File: src/rtl/i2s_pkg.sv
// i2s_pkg: shared defaults and the stereo sample bundle for the I2S
// transmit path.
package i2s_pkg;

   localparam int I2S_WIDTH = 16;
   localparam int I2S_SLOT  = 32;

   typedef struct packed {
      logic [I2S_WIDTH-1:0] left;
      logic [I2S_WIDTH-1:0] right;
   } sample_pair_t;

endpackage

File: src/rtl/i2s_tx_bck_edge_det.sv
// bck_edge_det: samples the bit clock and master clock levels in the clk
// domain and flags bit-clock edges.
module bck_edge_det (
   input  logic clk,
   input  logic reset,
   input  logic bck,
   input  logic sck,
   output logic bck_q,
   output logic fall,
   output logic rise,
   output logic mclk
);

   always_ff @(posedge clk) begin
      if (reset) begin
         bck_q <= 1'b0;
         mclk  <= 1'b0;
      end else begin
         bck_q <= bck;
         mclk  <= sck;
      end
   end

   assign fall = bck_q & ~bck;
   assign rise = ~bck_q & bck;

endmodule

File: src/rtl/i2s_tx.sv
// i2s_tx: I2S serial transmitter with a one-entry sample holding buffer.
// Define I2S_UNDERRUN_CNT_EN to add the saturating underrun_cnt port.
module i2s_tx
   import i2s_pkg::*;
#(
   parameter int WIDTH = I2S_WIDTH,
   parameter int SLOT  = I2S_SLOT
) (
   input  logic             clk,
   input  logic             reset,
   input  logic             bck,
   input  logic             sck,
   input  logic             s_valid,
   output logic             s_ready,
   input  logic [WIDTH-1:0] s_left,
   input  logic [WIDTH-1:0] s_right,
   output logic             mclk,
   output logic             sclk,
   output logic             lrck,
   output logic             sdata,
   output logic             underrun
`ifdef I2S_UNDERRUN_CNT_EN
   ,
   output logic [15:0]      underrun_cnt
`endif
);

   localparam int CW = $clog2(2 * SLOT);
   localparam int IW = $clog2(WIDTH);
   localparam logic [CW-1:0] LAST   = CW'(2 * SLOT - 1);
   localparam logic [CW-1:0] SLOT_C = CW'(SLOT);
   localparam logic [CW-1:0] W_C    = CW'(WIDTH);

   logic            bck_q;
   logic            fall;
   logic            unused_rise;
   logic [CW-1:0]   bit_cnt;
   logic            hold_full;
   sample_pair_t    hold;
   sample_pair_t    frame;

   logic [CW-1:0]   cnt_nxt;
   logic [CW-1:0]   p_nxt;
   logic            lr_nxt;
   logic            load;
   logic            ur_set;
   logic [IW-1:0]   idx;
   logic [WIDTH-1:0] chan;
   logic            bit_nxt;

   bck_edge_det u_edge (
      .clk   (clk),
      .reset (reset),
      .bck   (bck),
      .sck   (sck),
      .bck_q (bck_q),
      .fall  (fall),
      .rise  (unused_rise),
      .mclk  (mclk)
   );

   assign sclk    = bck_q;
   assign s_ready = ~hold_full & ~reset;

   always_comb begin
      cnt_nxt = '0;
      p_nxt   = '0;
      lr_nxt  = 1'b0;
      chan    = '0;
      idx     = '0;
      bit_nxt = 1'b0;
      if (bit_cnt != LAST)
         cnt_nxt = bit_cnt + 1'b1;
      lr_nxt = (cnt_nxt >= SLOT_C);
      p_nxt  = lr_nxt ? (cnt_nxt - SLOT_C) : cnt_nxt;
      chan   = lr_nxt ? frame.right : frame.left;
      idx    = IW'(W_C - p_nxt);
      // One-bit I2S delay: slot position 0 is always a zero bit.
      if ((p_nxt != '0) && (p_nxt <= W_C))
         bit_nxt = chan[idx];
   end

   assign load   = fall & (bit_cnt == LAST);
   assign ur_set = load & ~hold_full;

   always_ff @(posedge clk) begin
      if (reset) begin
         bit_cnt   <= LAST;
         lrck      <= 1'b1;
         sdata     <= 1'b0;
         underrun  <= 1'b0;
         hold_full <= 1'b0;
         hold      <= '0;
         frame     <= '0;
      end else begin
         underrun <= ur_set;
         if (s_valid && s_ready) begin
            hold      <= '{left: s_left, right: s_right};
            hold_full <= 1'b1;
         end
         if (fall) begin
            bit_cnt <= cnt_nxt;
            lrck    <= lr_nxt;
            sdata   <= bit_nxt;
         end
         // A pair accepted in the load cycle waits for the next frame.
         if (load) begin
            if (hold_full) begin
               frame     <= hold;
               hold_full <= 1'b0;
            end else begin
               frame <= '0;
            end
         end
      end
   end

`ifdef I2S_UNDERRUN_CNT_EN
   always_ff @(posedge clk) begin
      if (reset)
         underrun_cnt <= '0;
      else if (ur_set && (underrun_cnt != 16'hFFFF))
         underrun_cnt <= underrun_cnt + 16'd1;
   end
`endif

endmodule

File: config.mk
export PLATFORM = sky130hd
export DESIGN_NAME = i2s_tx
export DESIGN_NICKNAME = d
export VERILOG_FILES = /design/src/rtl/i2s_pkg.sv /design/src/rtl/i2s_tx_bck_edge_det.sv /design/src/rtl/i2s_tx.sv
export SDC_FILE = /design/constraint.sdc
export NUM_CORES = 1
export LEC_CHECK = 0
export BUFFER_PORTS_ARGS = -buffer_cell sky130_fd_sc_hd__buf_2
export CORE_MARGIN = 5
export CORE_UTILIZATION = 45
export CTS_CLUSTER_SIZE = 24
export DETAILED_ROUTE_END_ITERATION = 10
export GPL_TIMING_DRIVEN = 1
export PLACE_DENSITY_LB_ADDON = 0.3
export SETUP_SLACK_MARGIN = 0.05
export SYNTH_ARGS = -nofsm -noshare
export SYNTH_HDL_FRONTEND = slang
export SYNTH_SLANG_ARGS = --single-unit
File: constraint.sdc
create_clock -name clk -period 2.4 [get_ports clk]
set_input_delay 0.48 -clock clk [delete_from_list [all_inputs] [get_ports clk]]
set_output_delay 0.48 -clock clk [all_outputs]
set_load 0.05 [all_outputs]
==> results of run 1 <==
[per-layer routing]
metal / vias up / GRT usage, % / routed length (um)
li1: 1576 / - / -
met1: 1419 / 26.64 / 3803
met2: 70 / 28.23 / 3711
met3: 7 / 4.613 / 469
met4: 0 / 6.398 / 95
met5: - / 0 / 0
[final cells by class]
class / instances / share of cell area [%]
clock buffer: 9 / 3.149
clock inverter: 7 / 2.894
inverter: 5 / 0.4771
multi-input combinational: 314 / 42.11
sequential: 76 / 38.68
tap: 99 / 3.149
timing repair buffer: 64 / 9.542
[report_power, final]
| group | switching, mW | internal, mW |
|---|---|---|
| Sequential | 0.0344 | 1.31 |
| Clock | 0.493 | 0.689 |
| Combinational | 0.222 | 0.146 |
| Total | 0.749 | 2.15 |
[final timing paths]
path / from / to / slack [ns] / cells after the start
max: bit_cnt[0] / sdata / 0.14 / 9
min: s_left[7] / hold[23] / 0.32 / 3
max reg2reg: bit_cnt[0] / sdata / 0.14 / 9
min reg2reg: frame[17] / frame[17] / 0.45 / 2
[cell usage after synthesis (3+ instances only)]
library cell / number
nand2_1: 110
a21oi_1: 40
nand2b_1: 3
o32ai_1: 3
inv_1: 5
nand4_1: 3
nor2b_1: 3
buf_2: 5
nor2_1: 11
dfxtp_1: 76
mux2i_1: 3
and2_1: 3
clkbuf_1: 27
a31oi_1: 3
buf_6: 3
nand3_1: 40
o21ai_0: 46
nor3_1: 4
a311oi_1: 3
a211oi_1: 4
[stage by stage]
stage	hold WS [ns]	total power [mW]	utilization [%]	cell area [um2]	setup WS, ns
2_1_floorplan	0.4271	1.615	-	3342	0.1747
3_3_place_gp	0.4411	1.717	50.35	3652	0.1420
3_5_place_dp	0.4424	1.723	50.35	3652	0.09581
4_1_cts	0.3017	2.902	53.68	3894	0.05397
5_1_grt	0.3015	3.031	54.23	3934	-0.006025
6_report	0.3163	2.895	54.23	3934	0.1352
[worst min-delay path: cells and delay by family]
kind	cells	cell delay, ns
buffers and inverters	1	0.07
AOI/OAI and AO/OA	1	0.05
and+or+nand+nor	1	0.03
[cells by family after synthesis]
family	Yosys count	synth area share, %
xor gates and xnor gates	1	0.2621
muxes	4	1.685
and+or+nand+nor	187	24.60
AOI/OAI and AO/OA	121	21.75
DFF	76	45.53
buffers and inverters	43	5.803
adders and majority gates	1	0.3743
[state kept, by name, indices dropped and copies added (netlist names)]
signal and flops:
hold_full 1, frame 32, u_edge.bck_q 1, bit_cnt 6, underrun 1, u_edge.mclk 1
sdata 1, lrck 1, hold 32
[what timing repair did]
| action | CTS | global route |
|---|---|---|
| gates resized for setup | 1 | 8 |
| cloned | 0 | 0 |
| setup endpoints to repair | 1 | 1 |
| pin swaps | 0 | 1 |
| setup buffers | 0 | 2 |
==> impl_metrics.toml, run 1 <==
[floorplan]
dieHeight_um = 96.18
num_rows = 31
die_area_um2 = 9250
fp.coreArea_um2 = 7253
start_util_pct = 46.08
pin_count = 43
die_w_um = 96.18

[pwr]
leakagePower_nw = 1.492
powerDensity_nw_per_um2 = 735.8
vdd_drop_max_v = 0.0005262

[critical_path]
critPathTopFamily = "compound AO/OA/AOI/OAI gates"
crit_fanout = 12
critPathBufInv = 2
max_stage_delay_ns = 0.36
startpoint_type = "flip-flop"
cp.required_ns = 2.68
cp.arrival_ns = 2.55
crit_path_frequent_cell = "buf_4"
worst_setup_path_end_kind = "flip-flop"
slowest_stage = "dfxtp_1"
crit_type = "reg -> reg"
path_cells = "buf_4 -> and2_1 -> buf_4 -> nand3_1 -> nand2_2 -> mux2i_1 -> a311o_1 -> o221a_1 -> a211oi_2"

[final_layout]
antennaDiodeCount = 0
drive_above_1_share_pct = 20.00
regArea_um2 = 1521
final_nets = 508
final_cell_mix = "110 x nand2_1, 76 x dfxtp_1, 45 x o21ai_0, 42 x buf_2"
multi_input_area_um2 = 1657
fin_cells = 574
area.growth.synth_to_final_pct = 17.71
final_common_cell = "nand2_1"
fill_cells = 701

[timing]
maxSlewHeadroom_pct = 63.35
clock_skew_ns = 0.008751
slew_violations = 0
setup_violations = 0
setup_tns_ns = 0
timing.fmax_mhz = 441.5
tightest_slew_ns = 0.5490
finalCritPeriodShare_pct = 94.37
finalCriticalPeriod_ns = 2.265
hold_violations = 0

[placed_design]
placed_cells = 556
port_buffers = 42
gp_congestion = 0.8774
dpl.hpwl_mm = 5.473

[global_routing]
grt_pass1_vias = 2793
grt_pass1_wl_mm = 13.59
grt_overflow = 0
grt_use_total_pct = 18.95
antenna_found_initial = 0
grt_max_degree = 65

[clock_network]
path_clk_slew_ns = 0.09
postCtsHoldBufs = 0
cts_tree = "built"
clock-root-buffer = "clkbuf_8"
clkLatencyLatePin_ns = 0.35
clock_sinks = 76
clock_path_buffers = 2
cts_made_buffers = 9
htreeDepth = 3

[synth]
yosysSeqAreaShare_pct = 45.53
avgSynthCellArea_um2 = 7.718
synth_fp_nets = 471
netlist_area_um2 = 3342
yosys_warnings = 0
ys_async_sr_fraction_pct = 0
synthFlopType = "dfxtp_1"
yosysTopAreaCellShare_pct = 45.53
synth_cell_types = 52
synth_top_area_cell = "dfxtp_1"
ys_ff_latch = 76
synth-edff-count = 0
synth_cells = 433
synth.area.top_cells = "dfxtp_1 46%, nand2_1 12%, o21ai_0 6.9%, a21oi_1 6.0%, nand3_1 6.0%"

[routing]
drc = 0
drt-total-wl_mm = 8.080
drt-initial-drc-count = 172
num_vias = 3072
viasPerCell = 5.352
dr.pass1.iters = 4
post_drt_wl_per_cell_um = 14.08
antenna_left = 0

[hold_path]
hold_class = "in -> reg"

[status]
status = "completed"

[flow_run]
max_cap_violations = 0
Note: power is estimated with default switching activity, not from simulation.
==> run 2, diff against run 1 <==
--- a/config.mk
+++ b/config.mk
@@ -7,6 +7,7 @@
 export LEC_CHECK = 0
 export BUFFER_PORTS_ARGS = -buffer_cell sky130_fd_sc_hd__buf_2
-export CORE_MARGIN = 5
-export CORE_UTILIZATION = 45
+export CELL_PAD_IN_SITES_DETAIL_PLACEMENT = 1
+export CELL_PAD_IN_SITES_GLOBAL_PLACEMENT = 1
+export CORE_UTILIZATION = 38
 export CTS_CLUSTER_SIZE = 24
 export DETAILED_ROUTE_END_ITERATION = 10
==> constraint.sdc (replaced) <==
create_clock -name clk -period 2.4 [get_ports clk]
set_input_delay 0.6 -clock clk [delete_from_list [all_inputs] [get_ports clk]]
set_output_delay 0.6 -clock clk [all_outputs]
set_load 0.05 [all_outputs]
==> impl_metrics.toml, run 2 (synthesized netlist as in run 1, its figures left out) <==
[critical_path]
max_stage_delay_ns = 0.33
critPathTopFamily = "compound AO/OA/AOI/OAI gates"
cp.arrival_ns = 2.51
cp.required_ns = 2.68
worst_setup_path_end_kind = "flip-flop"
crit_fanout = 6
slowest_stage = "dfxtp_1"
startpoint_type = "flip-flop"
path_cells = "ha_2 -> and4_4 -> a21o_4 -> buf_4 -> a31o_1 -> a32oi_2 -> a31oi_1 -> o221a_1 -> a211oi_2"
crit_type = "reg -> reg"
critPathBufInv = 1
r2r_slack_ns = 0.17

[final_layout]
area.growth.synth_to_final_pct = 19.09
final_nets = 510
antennaDiodeCount = 0
final_cell_mix = "110 x nand2_1, 74 x dfxtp_1, 45 x o21ai_0, 42 x buf_2, 40 x a21oi_1"
drive_above_1_share_pct = 20.38
final_common_cell = "nand2_1"
top_regs = "frame: 32 flops, hold: 32 flops, bit_cnt: 6 flops"

[floorplan]
num_rows = 33
die_area_um2 = 9174
die_w_um = 95.78
pin_count = 43
start_util_pct = 39.87
fp.coreArea_um2 = 8382
dieHeight_um = 95.78

[timing]
clock_skew_ns = 0.01110
setup_violations = 0
rsz0062_at_grt = "no"
maxSlewHeadroom_pct = 74.22
layout_setup_ws_ns = 0.1703
setup_tns_ns = 0
timing.fmax_mhz = 448.5
slew_violations = 0
finalCriticalPeriod_ns = 2.230
tightest_slew_ns = 0.3868
finalCritPeriodShare_pct = 92.91
hold_violations = 0

[placed_design]
gp_congestion = 0.8425
port_buffers = 42
dp_slack_ns = 0.07362
dpl.hpwl_mm = 6.382

[clock_network]
cts_tree = "built"
clock_sinks = 76
path_clk_slew_ns = 0.08
postCtsHoldBufs = 0
clock_path_buffers = 2
htreeDepth = 3
clkLatencyLatePin_ns = 0.35
cts_made_buffers = 9
clock-root-buffer = "clkbuf_8"

[routing]
antenna_left = 0
post_drt_wl_per_cell_um = 15.56
dr.pass1.iters = 4
drc = 0
drt-total-wl_mm = 9.039
drt-initial-drc-count = 100
num_vias = 3102
viasPerCell = 5.339

[pwr]
vdd_drop_max_v = 0.0004530
leakagePower_nw = 1.493
switchingPower_mw = 0.7404
power_mw = 2.794
p_sw_share_pct = 26.50
p_seq_share_pct = 48.3
combPwrFrac_pct = 14.2
p_clk_share_pct = 37.5
p_int_mw = 2.054
powerDensity_nw_per_um2 = 702.1

[global_routing]
grt_pass1_wl_mm = 14.68
grt_busiest_layer = "met2"
grt_overflow = 0
grt_pass1_vias = 3002
grt_max_degree = 49
use_met2_pct = 31.85
met3_usage_pct = 5.134
met1_usage_pct = 28.61
antenna_found_initial = 0
grt_use_total_pct = 21.08

[status]
status = "completed"

[flow_run]
max_cap_violations = 0

[hold_path]
hold_class = "in -> reg"
-- run 2: worst register-to-register path, cell delays in order (launching register included) --
cell      delay [ns]
dfxtp_1         0.33
ha_2            0.22
and4_4          0.23
a21o_4          0.24
buf_4           0.15
a31o_1          0.22
a32oi_2         0.23
a31oi_1         0.07
o221a_1         0.27
a211oi_2        0.20
-- run 2: timing repair --
| item | CTS | global route |
|---|---|---|
| pin swaps | 0 | 2 |
| buffers inserted | 0 | 2 |
| resized for setup | 1 | 12 |
| setup endpoints to repair | 1 | 1 |
-- run 2: layout make-up --
cell class	count	area (um2)
Timing Repair Buffer	66	427.9
Sequential cell	76	1524
Fill cell	1057	4402
Tap cell	105	131.4
Clock buffer	11	131.4
Inverter	5	18.77
Multi-Input combinational cell	314	1672
Clock inverter	4	75.07
-- run 2: through the flow --
step	instance area, um2	hold slack (ns)	cells	utilization, %
floorplan	3342	0.4271	433	-
global placement	3712	0.4438	564	44.29
detailed placement	3712	0.4437	564	44.29
CTS	3926	0.4236	579	46.84
global route	3980	0.4305	581	47.48
finish	3980	0.4382	581	47.48
-- run 2: final timing paths --
kind                    from        end  depth (start not counted)
setup / recovery  bit_cnt[0]      sdata                          9
hold reg to reg    frame[18]  frame[18]                          2
hold / removal    s_right[5]    hold[5]                          3
setup reg to reg  bit_cnt[0]      sdata                          9
-- run 2: power groups by stage --
| stage | clock network (mW) | registers (mW) | logic, mW |
|---|---|---|---|
| after floorplan | 0 | 1.37 | 0.243 |
| after global placement | 0 | 1.37 | 0.362 |
| after detailed placement | 0 | 1.38 | 0.370 |
| after CTS | 1.07 | 1.35 | 0.377 |
| after global routing | 1.14 | 1.36 | 0.440 |
| final | 1.05 | 1.35 | 0.398 |
-- run 2: metal layers --
layer / wire length [um] / vias up
li1: - / 1576
met1: 4455 / 1450
met2: 4061 / 57
met3: 299 / 19
met4: 223 / 0
met5: 0 / -
